$ cat config.mk
export PLATFORM = sky130hd
export DESIGN_NAME = tmds_rx_decode_align
export DESIGN_NICKNAME = d
export VERILOG_FILES = /design/src/rtl/tmds_rx_decode_align.sv
export SDC_FILE = /design/constraint.sdc
export NUM_CORES = 1
export LEC_CHECK = 0
export ABC_AREA = 0
export BUFFER_PORTS_ARGS = -buffer_cell sky130_fd_sc_hd__buf_2
export CAP_MARGIN = 10
export CORE_UTILIZATION = 64
export CTS_CLUSTER_DIAMETER = 30
export CTS_CLUSTER_SIZE = 12
export DETAILED_ROUTE_END_ITERATION = 16
export MAX_ROUTING_LAYER = met4
export PLACE_DENSITY = 0.88
export SYNTH_ARGS = -nofsm -noshare
export SYNTH_HDL_FRONTEND = slang
export SYNTH_SLANG_ARGS = --single-unit
$ cat constraint.sdc
create_clock -name Pixl_CLK -period 5.58 [get_ports Pixl_CLK]
set_input_delay 1.116 -clock Pixl_CLK [delete_from_list [all_inputs] [get_ports Pixl_CLK]]
set_output_delay 1.116 -clock Pixl_CLK [all_outputs]
set_load 0.01 [all_outputs]
$ cat src/rtl/tmds_rx_decode_align.sv
// TMDS receive channel: word alignment by bitslip search plus TMDS decode.
// Stage 1 registers the deserialized word. Stage 2 decodes it into pixel
// data or control bits. The alignment FSM looks at the stage-1 word.
module tmds_rx_decode_align #(
  parameter int unsigned CTRL_RUN       = 64,
  parameter int unsigned SEARCH_TIMEOUT = 3376,
  parameter int unsigned SLIP_WAIT      = 16,
  parameter int unsigned LOSS_TIMEOUT   = 6752,
  parameter int unsigned CNT_W          = 16
) (
  input  logic       Pixl_CLK,
  input  logic       Rst_Posedge,
  input  logic [9:0] I_Raw_Word,
  output logic       O_Bitslip,
  output logic       O_Locked,
  output logic [3:0] O_Slip_Cnt,
  output logic [7:0] O_Data,
  output logic       O_DE,
  output logic       O_C0,
  output logic       O_C1
);

  localparam logic [CNT_W-1:0] RUN_LIM    = CNT_W'(CTRL_RUN);
  localparam logic [CNT_W-1:0] SEARCH_LIM = CNT_W'(SEARCH_TIMEOUT);
  localparam logic [CNT_W-1:0] WAIT_LAST  = CNT_W'(SLIP_WAIT - 1);
  localparam logic [CNT_W-1:0] LOSS_LIM   = CNT_W'(LOSS_TIMEOUT);

  typedef enum logic [1:0] {
    ST_SEARCH,
    ST_SLIP,
    ST_WAIT,
    ST_LOCKED
  } state_t;

  state_t           state;
  state_t           state_next;
  logic [9:0]       raw_q;
  logic [CNT_W-1:0] run_cnt;
  logic [CNT_W-1:0] run_next;
  logic [CNT_W-1:0] idle_cnt;
  logic [CNT_W-1:0] idle_next;
  logic [CNT_W-1:0] wait_cnt;
  logic [CNT_W-1:0] wait_next;
  logic [CNT_W-1:0] run_inc;
  logic [CNT_W-1:0] idle_inc;
  logic [3:0]       slip_cnt;
  logic [3:0]       slip_next;
  logic             tok;
  logic [1:0]       tok_ctl;
  logic [7:0]       q;
  logic [7:0]       dec;

  // Counters saturate at all-ones rather than wrapping.
  function automatic logic [CNT_W-1:0] sat_inc(input logic [CNT_W-1:0] v);
    return (v == '1) ? v : v + CNT_W'(1);
  endfunction

  // Stage 1: capture the raw deserializer word.
  always_ff @(posedge Pixl_CLK) begin
    if (Rst_Posedge) raw_q <= '0;
    else             raw_q <= I_Raw_Word;
  end

  // Control-token detection on the stage-1 word; tok_ctl is {C1, C0}.
  always_comb begin
    tok     = 1'b1;
    tok_ctl = 2'b00;
    case (raw_q)
      10'b1101010100: tok_ctl = 2'b00;
      10'b0010101011: tok_ctl = 2'b01;
      10'b0101010100: tok_ctl = 2'b10;
      10'b1010101011: tok_ctl = 2'b11;
      default:        tok     = 1'b0;
    endcase
  end

  // TMDS data decode: undo the optional inversion, then the XOR/XNOR chain.
  always_comb begin
    q      = raw_q[9] ? ~raw_q[7:0] : raw_q[7:0];
    dec    = '0;
    dec[0] = q[0];
    for (int unsigned i = 1; i < 8; i++) begin
      dec[i] = raw_q[8] ? (q[i] ^ q[i-1]) : ~(q[i] ^ q[i-1]);
    end
  end

  // Alignment FSM state and counter registers.
  always_ff @(posedge Pixl_CLK) begin
    if (Rst_Posedge) begin
      state    <= ST_SEARCH;
      run_cnt  <= '0;
      idle_cnt <= '0;
      wait_cnt <= '0;
      slip_cnt <= '0;
    end else begin
      state    <= state_next;
      run_cnt  <= run_next;
      idle_cnt <= idle_next;
      wait_cnt <= wait_next;
      slip_cnt <= slip_next;
    end
  end

  // Next-state logic; a token in SEARCH clears the idle count, so it beats a pending slip.
  always_comb begin
    state_next = state;
    run_next   = run_cnt;
    idle_next  = idle_cnt;
    wait_next  = wait_cnt;
    slip_next  = slip_cnt;
    run_inc    = sat_inc(run_cnt);
    idle_inc   = sat_inc(idle_cnt);
    case (state)
      ST_SEARCH: begin
        wait_next = '0;
        if (tok) begin
          idle_next = '0;
          if (run_inc >= RUN_LIM) begin
            state_next = ST_LOCKED;
            run_next   = '0;
          end else begin
            run_next = run_inc;
          end
        end else begin
          run_next = '0;
          if (idle_inc >= SEARCH_LIM) begin
            state_next = ST_SLIP;
            idle_next  = '0;
            slip_next  = (slip_cnt == 4'd9) ? '0 : slip_cnt + 4'd1;
          end else begin
            idle_next = idle_inc;
          end
        end
      end
      ST_SLIP: begin
        state_next = ST_WAIT;
        run_next   = '0;
        idle_next  = '0;
        wait_next  = '0;
      end
      ST_WAIT: begin
        run_next  = '0;
        idle_next = '0;
        if (wait_cnt >= WAIT_LAST) begin
          state_next = ST_SEARCH;
          wait_next  = '0;
        end else begin
          wait_next = sat_inc(wait_cnt);
        end
      end
      ST_LOCKED: begin
        run_next  = '0;
        wait_next = '0;
        if (tok) begin
          idle_next = '0;
        end else if (idle_inc >= LOSS_LIM) begin
          state_next = ST_SEARCH;
          idle_next  = '0;
        end else begin
          idle_next = idle_inc;
        end
      end
      default: begin
        state_next = ST_SEARCH;
        run_next   = '0;
        idle_next  = '0;
        wait_next  = '0;
      end
    endcase
  end

  // Status outputs registered from the next state so they line up with the state register.
  always_ff @(posedge Pixl_CLK) begin
    if (Rst_Posedge) begin
      O_Bitslip <= 1'b0;
      O_Locked  <= 1'b0;
    end else begin
      O_Bitslip <= (state_next == ST_SLIP);
      O_Locked  <= (state_next == ST_LOCKED);
    end
  end

  assign O_Slip_Cnt = slip_cnt;

  // Stage 2: decoded outputs. DE tracks the lock flag of the same cycle; C0/C1 hold on data.
  always_ff @(posedge Pixl_CLK) begin
    if (Rst_Posedge) begin
      O_Data <= '0;
      O_DE   <= 1'b0;
      O_C0   <= 1'b0;
      O_C1   <= 1'b0;
    end else if (tok) begin
      O_Data <= '0;
      O_DE   <= 1'b0;
      O_C0   <= tok_ctl[0];
      O_C1   <= tok_ctl[1];
    end else begin
      O_Data <= dec;
      O_DE   <= (state_next == ST_LOCKED);
    end
  end

endmodule
==> results.md <==
* H-tree depth at 3
* Placer Congestion at 0.908
* Clock slew at reported path FFs at 80 ps
* Worst-Skew Late Latency at 350 ps
* Status: complete, no violations
* Top-count cell post-synth: dfxtp_1
* Buffers on Ports at 28
* Fin crit share at 57.9%
* Cells after DPL at 476
* Syn Inst Count at 366
* DR pass1 iterations at 5
* Synth unique cells at 67
* Die area at 0.00579 mm²
* Cts hold-fix bufs at 0
* Core ar. at 0.00520 mm²
* Clock Tree Root: clkbuf_8
* Antenna-violating nets left at 0
* Area contributors post-synth: dfxtp_1 (44%), xnor2_1 (5.2%), ha_1 (3.9%)
* Seq/Total Area, Yosys at 43.9%
* Hold WC Path Type: flip-flop to flip-flop
* Hpwl dp at 4940 µm
* Initial core utilization at 67.5%
* Cell taking the most area after synthesis: dfxtp_1
* Register area at 0.00154 mm²
* # clock sinks at 77
* Setup TNS at 0 ps
* Post_cts resized at 0
* Final Util at 76.2%
* Maximum buffer depth of the clock tree at 2
* NumNets Final at 440
* TritonCTS clock tree: yes
* Worst path cell trace: ha_1 > nand3_2 > a211o_4 > or3_1 > a21boi_2 > o21ai_1 > a21oi_1 > nand3_1 > a221oi_2
* Share of the synthesized area in the top cell type at 43.9%
* Tightest Pin Transition at 797 ps
* Die X at 76.1 µm
* Worst setup SP type: flip-flop
* Layout area overhead at 12.9%
* Total gr overflow at 0
* Diode count at 0
* Async SR Flop Fraction at 0%
* First-pass GRT wire length at 11800 µm
* Io pins at 29
* Fraction of layout cells with a size suffix above 1 at 19.4%
* Clk_skew at 9.57 ps
* Max Fanout on Critical Path at 12
* # DRC at 0
* Crit path time final at 3230 ps
* Power density cells at 278 mW/mm²
* LEAKAGE at 0.00156 µW
* Die H at 76.1 µm
* FMAX at 309 MHz
* CP max stage cell: nand3_1
* CTS Buf Count at 9
* Initial antenna violation count at 0
* Fin cells at 492
* WL final at 6980 µm
* Worst vdd ir at 223 µV
* Postcts setup bufs at 0
* CP Capture Type: flip-flop
* Relative slew slack at 46.7%
* Multi-input gate area at 0.00194 mm²
* Setup Viol. Count Final at 0
* Initial drt markers at 201
* Setup Crit Path Kind: flip-flop to flip-flop
* CP peak stage delay at 580 ps
* Avg Inst Size Synth at 9.60 µm²
* CP top delay family: compound AO/OA/AOI/OAI gates
* All-Layer GR Usage at 26.9%
* Synth Flop Type: dfxtp_1
* Maxcap violations at 0
* Via density at 5.61
* Syn Std Cell Area at 0.00351 mm²
* Vias in the first global route at 2600
* EDFF count, synth at 0
* FILL cells at 356
* Synth cell count leaders: dfxtp_1 (77), nor2_1 (33), nand2_1 (22), xnor2_1 (21), nand3_1 (17)
* Total of warnings raised by yosys at 0
* Seq cells post-synth at 77
* Via Count at 2758
* Crit path DAT at 3490 ps
* Unrepaired setup endpoints after global routing: false
* Fin. Hold Viols at 0
* Drt wl/cell at 14.2 µm
* Largest net degree at the start of global routing at 24
* Bufs and invs on worst path at 0
* Final Max Tran Viols at 0
* CP Data Required Time at 5840 ps
* Row cnt at 26
[path summary, 6_finish.rpt]
| kind | startpoint | end | slack, ps | depth (start not counted) |
|---|---|---|---|---|
| hold reg to reg | O_C0 | O_C0 | 460 | 2 |
| setup reg to reg | idle_cnt[0] | idle_cnt[4] | 2350 | 9 |
| hold / removal | O_C0 | O_C0 | 460 | 2 |
| setup / recovery | idle_cnt[0] | idle_cnt[4] | 2350 | 9 |
[metrics by stage]
step | setup slack, ps | total power [µW] | cell area, µm² | hold slack, ps
floorplan | 3100 | 657 | 3600 | 480
global placement | 2580 | 677 | 3760 | 440
detailed placement | 2410 | 682 | 3760 | 450
CTS | 2400 | 1110 | 3970 | 462
global route | 2130 | 1140 | 3970 | 485
finish | 2350 | 1100 | 3970 | 463
[routing by layer]
| layer | vias to the layer above | GRT usage (%) | part of all wire (%) | wire [µm] |
|---|---|---|---|---|
| li1 | 1383 | - | - | - |
| met5 | - | - | 0 | 0 |
| met3 | 13 | 7.31 | 4.0 | 281 |
| met2 | 77 | 46.2 | 51 | 3590 |
| met1 | 1285 | 29.6 | 43 | 2980 |
| met4 | 0 | 10.8 | 1.9 | 133 |
[cells in the final DEF, fill, tap and decap left out, types with 11 or more instances in the layout]
| cell type | netlist | layout |
|---|---|---|
| a21oi_1 | 12 | 12 |
| ha_1 | 11 | 11 |
| nor3_1 | 11 | 11 |
| xnor2_1 | 21 | 21 |
| nand3_1 | 17 | 17 |
| nand2_1 | 22 | 22 |
| conb_1 | 1 | 25 |
| nor2b_1 | 14 | 14 |
| clkbuf_8 | 0 | 11 |
| nor2_1 | 33 | 33 |
| inv_1 | 12 | 12 |
| dfxtp_1 | 77 | 77 |
| buf_2 | 2 | 28 |
[worst min-delay path: stages, from the launching register on]
cell     delay [ps]
dfxtp_1         310
nand2_1          50
a21oi_1          60
[sequential cells by signal (all words and copies together) (netlist names)]
name and cells:
O_Bitslip 1, O_C0 1, O_C1 1, O_DE 1, O_Data 8, O_Locked 1
O_Slip_Cnt 4, idle_cnt 16, raw_q 10, run_cnt 16, state 2, wait_cnt 16
[logic make-up (layout without fill, tap and decap cells)]
family | count (synthesis) | after routing | synth area share [%]
AND/OR/NAND/NOR | 150 | 150 | 24.8
flip-flops | 77 | 77 | 43.9
AO/OA/AOI/OAI | 68 | 68 | 14.7
XOR/XNOR | 27 | 27 | 6.73
buffers and inverters | 24 | 56 | 3.38
adder cells (fa/ha/maj) | 11 | 11 | 3.92
multiplexers | 8 | 8 | 2.46
other | 1 | 25 | 0.107
[power breakdown]
part	internal, µW	switching (µW)	total [µW]
Combinational	36.2	38.3	74.5
Clock	231	201	431
Sequential	575	20.9	596
[area by class of cell]
| type | count | share of cell area, % |
|---|---|---|
| clock buffer | 11 | 3.82 |
| clock inverter | 5 | 1.42 |
| inverter | 12 | 1.14 |
| multi-input combinational | 289 | 49.0 |
| sequential | 77 | 38.9 |
| tap | 70 | 2.21 |
| timing repair buffer | 28 | 3.53 |
(Power assumes the default switching activity.)
